**config.mk**
```make
export PLATFORM = sky130hd
export DESIGN_NAME = image_fetch_ctrl_flat
export DESIGN_NICKNAME = d
export VERILOG_FILES = /design/src/rtl/img_ctrl_pkg.sv /design/src/rtl/image_fetch_ctrl_if.sv /design/src/rtl/image_fetch_ctrl_pix_fifo.sv /design/src/rtl/image_fetch_ctrl.sv /design/src/flat_wrapper.sv
export SDC_FILE = /design/constraint.sdc
export NUM_CORES = 1
export LEC_CHECK = 0
export CAP_MARGIN = 0
export CORE_MARGIN = 3
export CORE_UTILIZATION = 60
export CTS_CLUSTER_SIZE = 25
export DETAILED_ROUTE_END_ITERATION = 8
export DONT_BUFFER_PORTS = 1
export HOLD_SLACK_MARGIN = 0.05
export PLACE_DENSITY = 0.76
export SLEW_MARGIN = 20
export SYNTH_ARGS = -nofsm -noshare
export SYNTH_HDL_FRONTEND = slang
export SYNTH_HIERARCHICAL = 1
export SYNTH_SLANG_ARGS = --single-unit
```
**constraint.sdc**
```tcl
create_clock -name CLK -period 5.6 [get_ports CLK]
set_input_delay 0.28 -clock CLK [delete_from_list [all_inputs] [get_ports CLK]]
set_output_delay 0.28 -clock CLK [all_outputs]
set_load 0.01 [all_outputs]
```
**src/rtl/img_ctrl_pkg.sv**
```systemverilog
// Shared types and defaults for the image fetch controller.
package img_ctrl_pkg;

  typedef enum logic [1:0] {
    IDLE  = 2'd0,
    FETCH = 2'd1,
    DRAIN = 2'd2
  } state_e;

  localparam int IMG_W_DEF      = 256;
  localparam int IMG_H_DEF      = 256;
  localparam int IMG_PIXELS_DEF = IMG_W_DEF * IMG_H_DEF;

  // Index width for a 0..n-1 counter, never narrower than one bit.
  function automatic int idx_w(input int n);
    return (n > 1) ? $clog2(n) : 1;
  endfunction

endpackage

```
**src/rtl/image_fetch_ctrl_if.sv**
```systemverilog
// Downstream pixel stream: valid/ready with row/column tags and end-of-frame.
interface image_fetch_ctrl_if
  import img_ctrl_pkg::*;
#(
  parameter int IMG_W = IMG_W_DEF,
  parameter int IMG_H = IMG_H_DEF
);
  localparam int RW = idx_w(IMG_H);
  localparam int CW = idx_w(IMG_W);

  logic [7:0]    pix_data;
  logic          pix_valid;
  logic          pix_ready;
  logic [RW-1:0] pix_row;
  logic [CW-1:0] pix_col;
  logic          pix_last;

  modport master (
    output pix_data, pix_valid, pix_row, pix_col, pix_last,
    input  pix_ready
  );

  modport slave (
    input  pix_data, pix_valid, pix_row, pix_col, pix_last,
    output pix_ready
  );

endinterface

```
**src/rtl/image_fetch_ctrl_pix_fifo.sv**
```systemverilog
// Small synchronous FIFO holding returned bytes plus the end-of-frame bit.
// Storage is cleared on reset so the idle output reads as zero.
module pix_fifo #(
  parameter int DEPTH = 4,
  parameter int DW    = 9
) (
  input  logic                       clk_i,
  input  logic                       rst_i,
  input  logic                       push_i,
  input  logic [DW-1:0]              din_i,
  input  logic                       pop_i,
  output logic [DW-1:0]              dout_o,
  output logic                       empty_o,
  output logic [$clog2(DEPTH+1)-1:0] count_o
);
  localparam int AW = $clog2(DEPTH);
  localparam int CW = $clog2(DEPTH + 1);

  logic [DW-1:0] mem_q [DEPTH];
  logic [AW-1:0] wr_q, rd_q;
  logic [CW-1:0] cnt_q;
  logic          full, push_ok, pop_ok;

  assign empty_o = (cnt_q == '0);
  assign full    = (cnt_q == CW'(DEPTH));
  assign pop_ok  = pop_i && !empty_o;
  // A pop frees a slot in the same cycle, so a full FIFO may still accept.
  assign push_ok = push_i && (!full || pop_ok);
  assign dout_o  = mem_q[rd_q];
  assign count_o = cnt_q;

  // Pointers wrap naturally because DEPTH is a power of two.
  always_ff @(posedge clk_i) begin
    if (rst_i) begin
      wr_q  <= '0;
      rd_q  <= '0;
      cnt_q <= '0;
      for (int i = 0; i < DEPTH; i++) mem_q[i] <= '0;
    end else begin
      if (push_ok) begin
        mem_q[wr_q] <= din_i;
        wr_q        <= wr_q + AW'(1);
      end
      if (pop_ok) rd_q <= rd_q + AW'(1);
      case ({push_ok, pop_ok})
        2'b10:   cnt_q <= cnt_q + CW'(1);
        2'b01:   cnt_q <= cnt_q - CW'(1);
        default: cnt_q <= cnt_q;
      endcase
    end
  end

endmodule

```
**src/rtl/image_fetch_ctrl.sv**
```systemverilog
// Frame fetch controller: issues IMG_W*IMG_H reads via Lock, buffers the
// returned bytes and streams them out tagged with row/column/last.
// Optional: define FRAME_CHECKSUM_EN to add a 16-bit per-frame byte sum output.
module image_fetch_ctrl
  import img_ctrl_pkg::*;
#(
  parameter int IMG_W      = IMG_W_DEF,
  parameter int IMG_H      = IMG_H_DEF,
  parameter int FIFO_DEPTH = 4
) (
  input  logic       CLK,
  input  logic       RST,
  input  logic       start,
  output logic       busy,
  output logic       done,
  output logic       Lock,
  input  logic [7:0] dina,
  image_fetch_ctrl_if.master pix
`ifdef FRAME_CHECKSUM_EN
  ,
  output logic [15:0] checksum
`endif
);
  localparam int PIX = IMG_W * IMG_H;
  localparam int IW  = $clog2(PIX + 1);
  localparam int RW  = idx_w(IMG_H);
  localparam int CW  = idx_w(IMG_W);
  localparam int FCW = $clog2(FIFO_DEPTH + 1);

  localparam logic [IW-1:0] PIX_L  = IW'(PIX);
  localparam logic [IW-1:0] PIX_M1 = IW'(PIX - 1);

  state_e         state_q, state_d;
  logic [IW-1:0]  issued_q;
  logic           inflight_q;
  logic           done_q, done_d;
  logic [RW-1:0]  row_q;
  logic [CW-1:0]  col_q;
  logic           lock_en, room, xfer, fifo_empty;
  logic [FCW-1:0] fifo_cnt;
  logic [FCW:0]   occ;
  logic [8:0]     fifo_dout;

  // Outstanding bytes = buffered + the one still coming back from memory.
  assign occ  = {1'b0, fifo_cnt} + {{FCW{1'b0}}, inflight_q};
  assign room = occ < (FCW+1)'(FIFO_DEPTH);
  assign xfer = pix.pix_valid && pix.pix_ready;

  assign busy = (state_q != IDLE);
  assign done = done_q;
  assign Lock = lock_en;

  assign pix.pix_valid = !fifo_empty;
  assign pix.pix_data  = fifo_dout[7:0];
  assign pix.pix_last  = !fifo_empty && fifo_dout[8];
  assign pix.pix_row   = row_q;
  assign pix.pix_col   = col_q;

  pix_fifo #(.DEPTH(FIFO_DEPTH), .DW(9)) u_fifo (
    .clk_i   (CLK),
    .rst_i   (RST),
    .push_i  (inflight_q),
    // The byte returning while issued already equals PIX is the final one.
    .din_i   ({inflight_q && (issued_q == PIX_L), dina}),
    .pop_i   (xfer),
    .dout_o  (fifo_dout),
    .empty_o (fifo_empty),
    .count_o (fifo_cnt)
  );

  // State and done-pulse registers.
  always_ff @(posedge CLK) begin
    if (RST) begin
      state_q <= IDLE;
      done_q  <= 1'b0;
    end else begin
      state_q <= state_d;
      done_q  <= done_d;
    end
  end

  // Next state, Lock throttle and end-of-frame detection.
  always_comb begin
    state_d = state_q;
    done_d  = 1'b0;
    lock_en = 1'b0;
    case (state_q)
      IDLE: begin
        if (start) state_d = FETCH;
      end
      FETCH: begin
        lock_en = room && (issued_q < PIX_L);
        if (lock_en && (issued_q == PIX_M1)) state_d = DRAIN;
      end
      DRAIN: begin
        if (xfer && pix.pix_last) begin
          state_d = IDLE;
          done_d  = 1'b1;
        end
      end
      default: state_d = IDLE;
    endcase
  end

  // Read issue counter and the one-cycle memory latency tracker.
  always_ff @(posedge CLK) begin
    if (RST) begin
      issued_q   <= '0;
      inflight_q <= 1'b0;
    end else begin
      inflight_q <= lock_en;
      if (state_q == IDLE && start) issued_q <= '0;
      else if (lock_en)             issued_q <= issued_q + IW'(1);
    end
  end

  // Row/column of the pixel at the FIFO head; cleared after the last one.
  always_ff @(posedge CLK) begin
    if (RST) begin
      row_q <= '0;
      col_q <= '0;
    end else if (xfer) begin
      if (pix.pix_last) begin
        row_q <= '0;
        col_q <= '0;
      end else if (col_q == CW'(IMG_W - 1)) begin
        col_q <= '0;
        row_q <= row_q + RW'(1);
      end else begin
        col_q <= col_q + CW'(1);
      end
    end
  end

`ifdef FRAME_CHECKSUM_EN
  logic [15:0] csum_q;
  assign checksum = csum_q;

  // Running byte sum of the frame; holds after done until the next start.
  always_ff @(posedge CLK) begin
    if (RST)                        csum_q <= '0;
    else if (state_q == IDLE && start) csum_q <= '0;
    else if (xfer)                  csum_q <= csum_q + {8'd0, pix.pix_data};
  end
`endif

endmodule

```
**src/flat_wrapper.sv**
```systemverilog
// flat-port wrapper written by rule: the top's interface ports become plain ports
module image_fetch_ctrl_flat import img_ctrl_pkg::*;
#(
  parameter int IMG_W      = IMG_W_DEF,
  parameter int IMG_H      = IMG_H_DEF,
  parameter int FIFO_DEPTH = 4
)
  (CLK, RST, start, busy, done, Lock, dina, pix_pix_data, pix_pix_valid, pix_pix_row, pix_pix_col, pix_pix_last, pix_pix_ready);
  image_fetch_ctrl_if #(.IMG_W(IMG_W), .IMG_H(IMG_H)) pix_i ();
  input  logic CLK;
  input  logic RST;
  input  logic start;
  output logic busy;
  output logic done;
  output logic Lock;
  input  logic [7:0] dina;
  output wire logic [$bits(pix_i.pix_data)-1:0] pix_pix_data;
  output wire logic [$bits(pix_i.pix_valid)-1:0] pix_pix_valid;
  output wire logic [$bits(pix_i.pix_row)-1:0] pix_pix_row;
  output wire logic [$bits(pix_i.pix_col)-1:0] pix_pix_col;
  output wire logic [$bits(pix_i.pix_last)-1:0] pix_pix_last;
  input wire logic [$bits(pix_i.pix_ready)-1:0] pix_pix_ready;
  assign pix_pix_data = pix_i.pix_data;
  assign pix_pix_valid = pix_i.pix_valid;
  assign pix_pix_row = pix_i.pix_row;
  assign pix_pix_col = pix_i.pix_col;
  assign pix_pix_last = pix_i.pix_last;
  assign pix_i.pix_ready = pix_pix_ready;
  image_fetch_ctrl #(.IMG_W(IMG_W), .IMG_H(IMG_H), .FIFO_DEPTH(FIFO_DEPTH)) u_core (.CLK(CLK), .RST(RST), .start(start), .busy(busy), .done(done), .Lock(Lock), .dina(dina), .pix(pix_i));
endmodule
```
==> reports/metrics.yaml <==
area_growth_pct: 7.64
placementRows: 28
hold_path_class: "in2reg"
nFillCells: 476
stdcell_count: 433
critPathLaunchType: "flop"
ant_nets: 0
drc: 0
finalCoreUtilization_pct: 67.6
fmax_mhz: 303
synthXorXnorAreaFrac_pct: 3.94
cts-root-buf: "clkbuf_8"
ctsHoldBuffers: 1
crit_chain: "nor3_1 > nor2b_1 > nor4b_4 > nor2b_1 > inv_1 > ha_1 > inv_1 > fa_1 > xor2_1 > or3_1 > a21oi_1"
drtPass1Iterations: 5
cp-end-kind: "flop"
arrival_ns: 3.57
cts_tree: "built"
synth_area_mm2: 0.00378
placed_area_mm2: 0.00383
tightest_slew_ns: 0.883
cpMaxStageDelayCell: "nor3_1"
grt_use_total_pct: 21.2
power_density_mw_per_mm2: 287
syn_inst: 353
insertion_delay_ns: 0.34
nets: 372
synth-edff-count: 36
netlist-cell-type-count: 46
drive_gt1_share_pct: 9.22
synth_top_family_by_area: "simple AND/OR/NAND/NOR gates"
synth_nets: 372
fin_skew_ns: 0.00793
outcome: "finished, final reports clean"
slew_headroom_pct: 41.0
clk_pin_slew_worst_paths_ns: 0.08
synth_compound_area_share_pct: 7.31
gp_congestion: 0.784
n_antenna_cell: 0
path_class: "reg2reg"
synth-simple-area-share_pct: 24.4
antenna_found_initial: 0
maxCapViolCount: 0
viasPerCell: 5.97
cts_setup_buffers: 0
grt_pass1_wl_mm: 12.1
place_inst: 416
grt_start_max_net_pins: 18
clock_path_buffers: 2
wire_per_inst_um: 16.4
crit_fanout: 7
dpl.hpwl_mm: 4.77
dieArea_mm2: 0.00729
min_period_ns: 3.30
drv_slew: 0
synth-async-reset-ratio_pct: 0
ctsResizeCount: 0
period_share_pct: 58.9
fp.dieW_um: 85.4
synth_fa_ha_area_share_pct: 2.51
pre_cts_ws_ns: 2.41
vdd_drop_max_uv: 178
timing.hold.ws_ns: 0.101
die_height_um: 85.4
cts_buffers: 9
rsz0062_at_grt: "no"
cpPeakStageDelay_ns: 0.57
grt_pass1_vias: 2501
hold_viol: 0
synth_flop_cell: "dfxtp_1"
htree_levels: 3
io_pins: 41
total_power_mw: 1.17
synthMuxAreaShare_pct: 5.92
crit_required_ns: 5.87
vias: 2584
routed_wl_mm: 7.11
start_util_pct: 62.8
drt-initial-drc-count: 205
ys_seq_area_share_pct: 52.9
portBuffers: 0
setup_viol_count_final: 0
setup_slack_ns: 2.30
ys_warn_count: 6
cts.sinks: 82
core_area_mm2: 0.00603
syn_avg_cell_area_um2: 10.7
setup-tns-final_ns: 0
ys_ff_latch: 82
p_leak_nw: 1.41
grt.overflow.total: 0
finalInstanceArea_mm2: 0.00407
==> layer usage <==
layer	part of all wire (%)	track usage, %	wire length (um)
met1	44	27.4	3100
met5	0	0	0
met3	6.0	5.63	429
met2	49	34.4	3510
met4	1.1	7.48	80
==> logic make-up (layout without fill, tap and decap cells) <==
family                   after synthesis  in the layout
flip-flops                            82             82
AND/OR/NAND/NOR                      159            159
multiplexers                          11             11
adder cells (fa/ha/maj)                7              7
buffers and inverters                 29             34
XOR/XNOR                              17             17
AO/OA/AOI/OAI                         48             48
==> power by group <==
group          internal, mW  switching, mW
Combinational        0.0209         0.0352
Clock                 0.261          0.199
Sequential            0.640         0.0110
Total                 0.922          0.245
==> worst max-delay path: cells and delay by family, from the launching register on <==
| kind | cells | cell delay, ns |
|---|---|---|
| XOR/XNOR | 1 | 0.16 |
| AND/OR/NAND/NOR | 5 | 1.80 |
| adder cells (fa/ha/maj) | 2 | 0.55 |
| AO/OA/AOI/OAI | 1 | 0.15 |
| flip-flops | 1 | 0.40 |
| buffers and inverters | 2 | 0.15 |
==> cell type report <==
type                            instances  area (um^2)  area share [%]
Clock buffer                           13          181            4.45
Clock inverter                          3         43.8            1.08
Inverter                               16         60.1            1.47
Multi-Input combinational cell        242         1670            41.1
Sequential cell                        82         2000            49.2
Tap cell                               75         93.8            2.30
Timing Repair Buffer                    2         17.5           0.430
==> synth_stat cells (2+ instances only) <==
cell type | n | area, um^2
dfxtp_1 | 46 | 921
and2_1 | 36 | 225
edfxtp_1 | 36 | 1080
nor2_1 | 28 | 105
a21oi_1 | 22 | 110
nand2_1 | 18 | 67.6
inv_1 | 16 | 60.1
or3_1 | 14 | 87.6
nand3_1 | 13 | 65.1
o21ai_0 | 11 | 55.1
xor2_1 | 11 | 96.3
clkbuf_1 | 9 | 33.8
mux4_2 | 9 | 203
nand4_1 | 8 | 50.1
ha_1 | 6 | 75.1
nor4_1 | 6 | 37.5
xnor2_1 | 6 | 52.6
and3_1 | 5 | 31.3
nand2b_1 | 4 | 25.0
nor2b_1 | 4 | 25.0
nor3_1 | 4 | 20.0
o21ai_1 | 4 | 20.0
and4_1 | 3 | 26.3
buf_2 | 3 | 15.0
nor4b_1 | 3 | 26.3
or4_1 | 3 | 22.5
a21o_1 | 2 | 15.0
a31o_2 | 2 | 17.5
and4b_1 | 2 | 20.0
nor3b_1 | 2 | 15.0
o31ai_1 | 2 | 15.0
==> layout by cell type (no fill, tap or decap), types with 5 or more instances in the layout <==
cell,synthesis,final
dfxtp_1,46,46
and2_1,36,36
edfxtp_1,36,36
nor2_1,28,28
a21oi_1,22,22
nand2_1,18,18
inv_1,16,16
or3_1,14,14
nand3_1,13,13
xor2_1,11,11
o21ai_0,11,11
clkbuf_8,0,9
mux4_2,9,9
nand4_1,8,8
nor4_1,6,6
xnor2_1,6,6
ha_1,6,6
and3_1,5,5
==> path summary, 6_finish.rpt <==
kind,from,endpoint,slack (ns),depth (start not counted)
setup / recovery,u_core/u_fifo/count_o[0],u_core/u_fifo/count_o[2],2.30,11
hold / removal,start,u_core/state_q[0],0.10,2
setup reg to reg,u_core/u_fifo/count_o[0],u_core/u_fifo/count_o[2],2.30,11
hold reg to reg,u_core/u_fifo/rd_q[1],flop,0.50,2
==> sequential cells by signal, summed over array words and instances (netlist names), named ones only <==
| signal | cells |
|---|---|
| u_core/pix.pix_col | 8 |
| u_core/u_fifo/wr_q | 2 |
| u_core/u_fifo/count_o | 3 |
| u_core/u_fifo/mem_q | 36 |
| u_core/issued_q | 17 |
| u_core/inflight_q | 1 |
| u_core/done | 1 |
| u_core/u_fifo/rd_q | 2 |
| u_core/pix.pix_row | 8 |
| u_core/state_q | 2 |
Note: power is estimated with default switching activity, not from simulation.
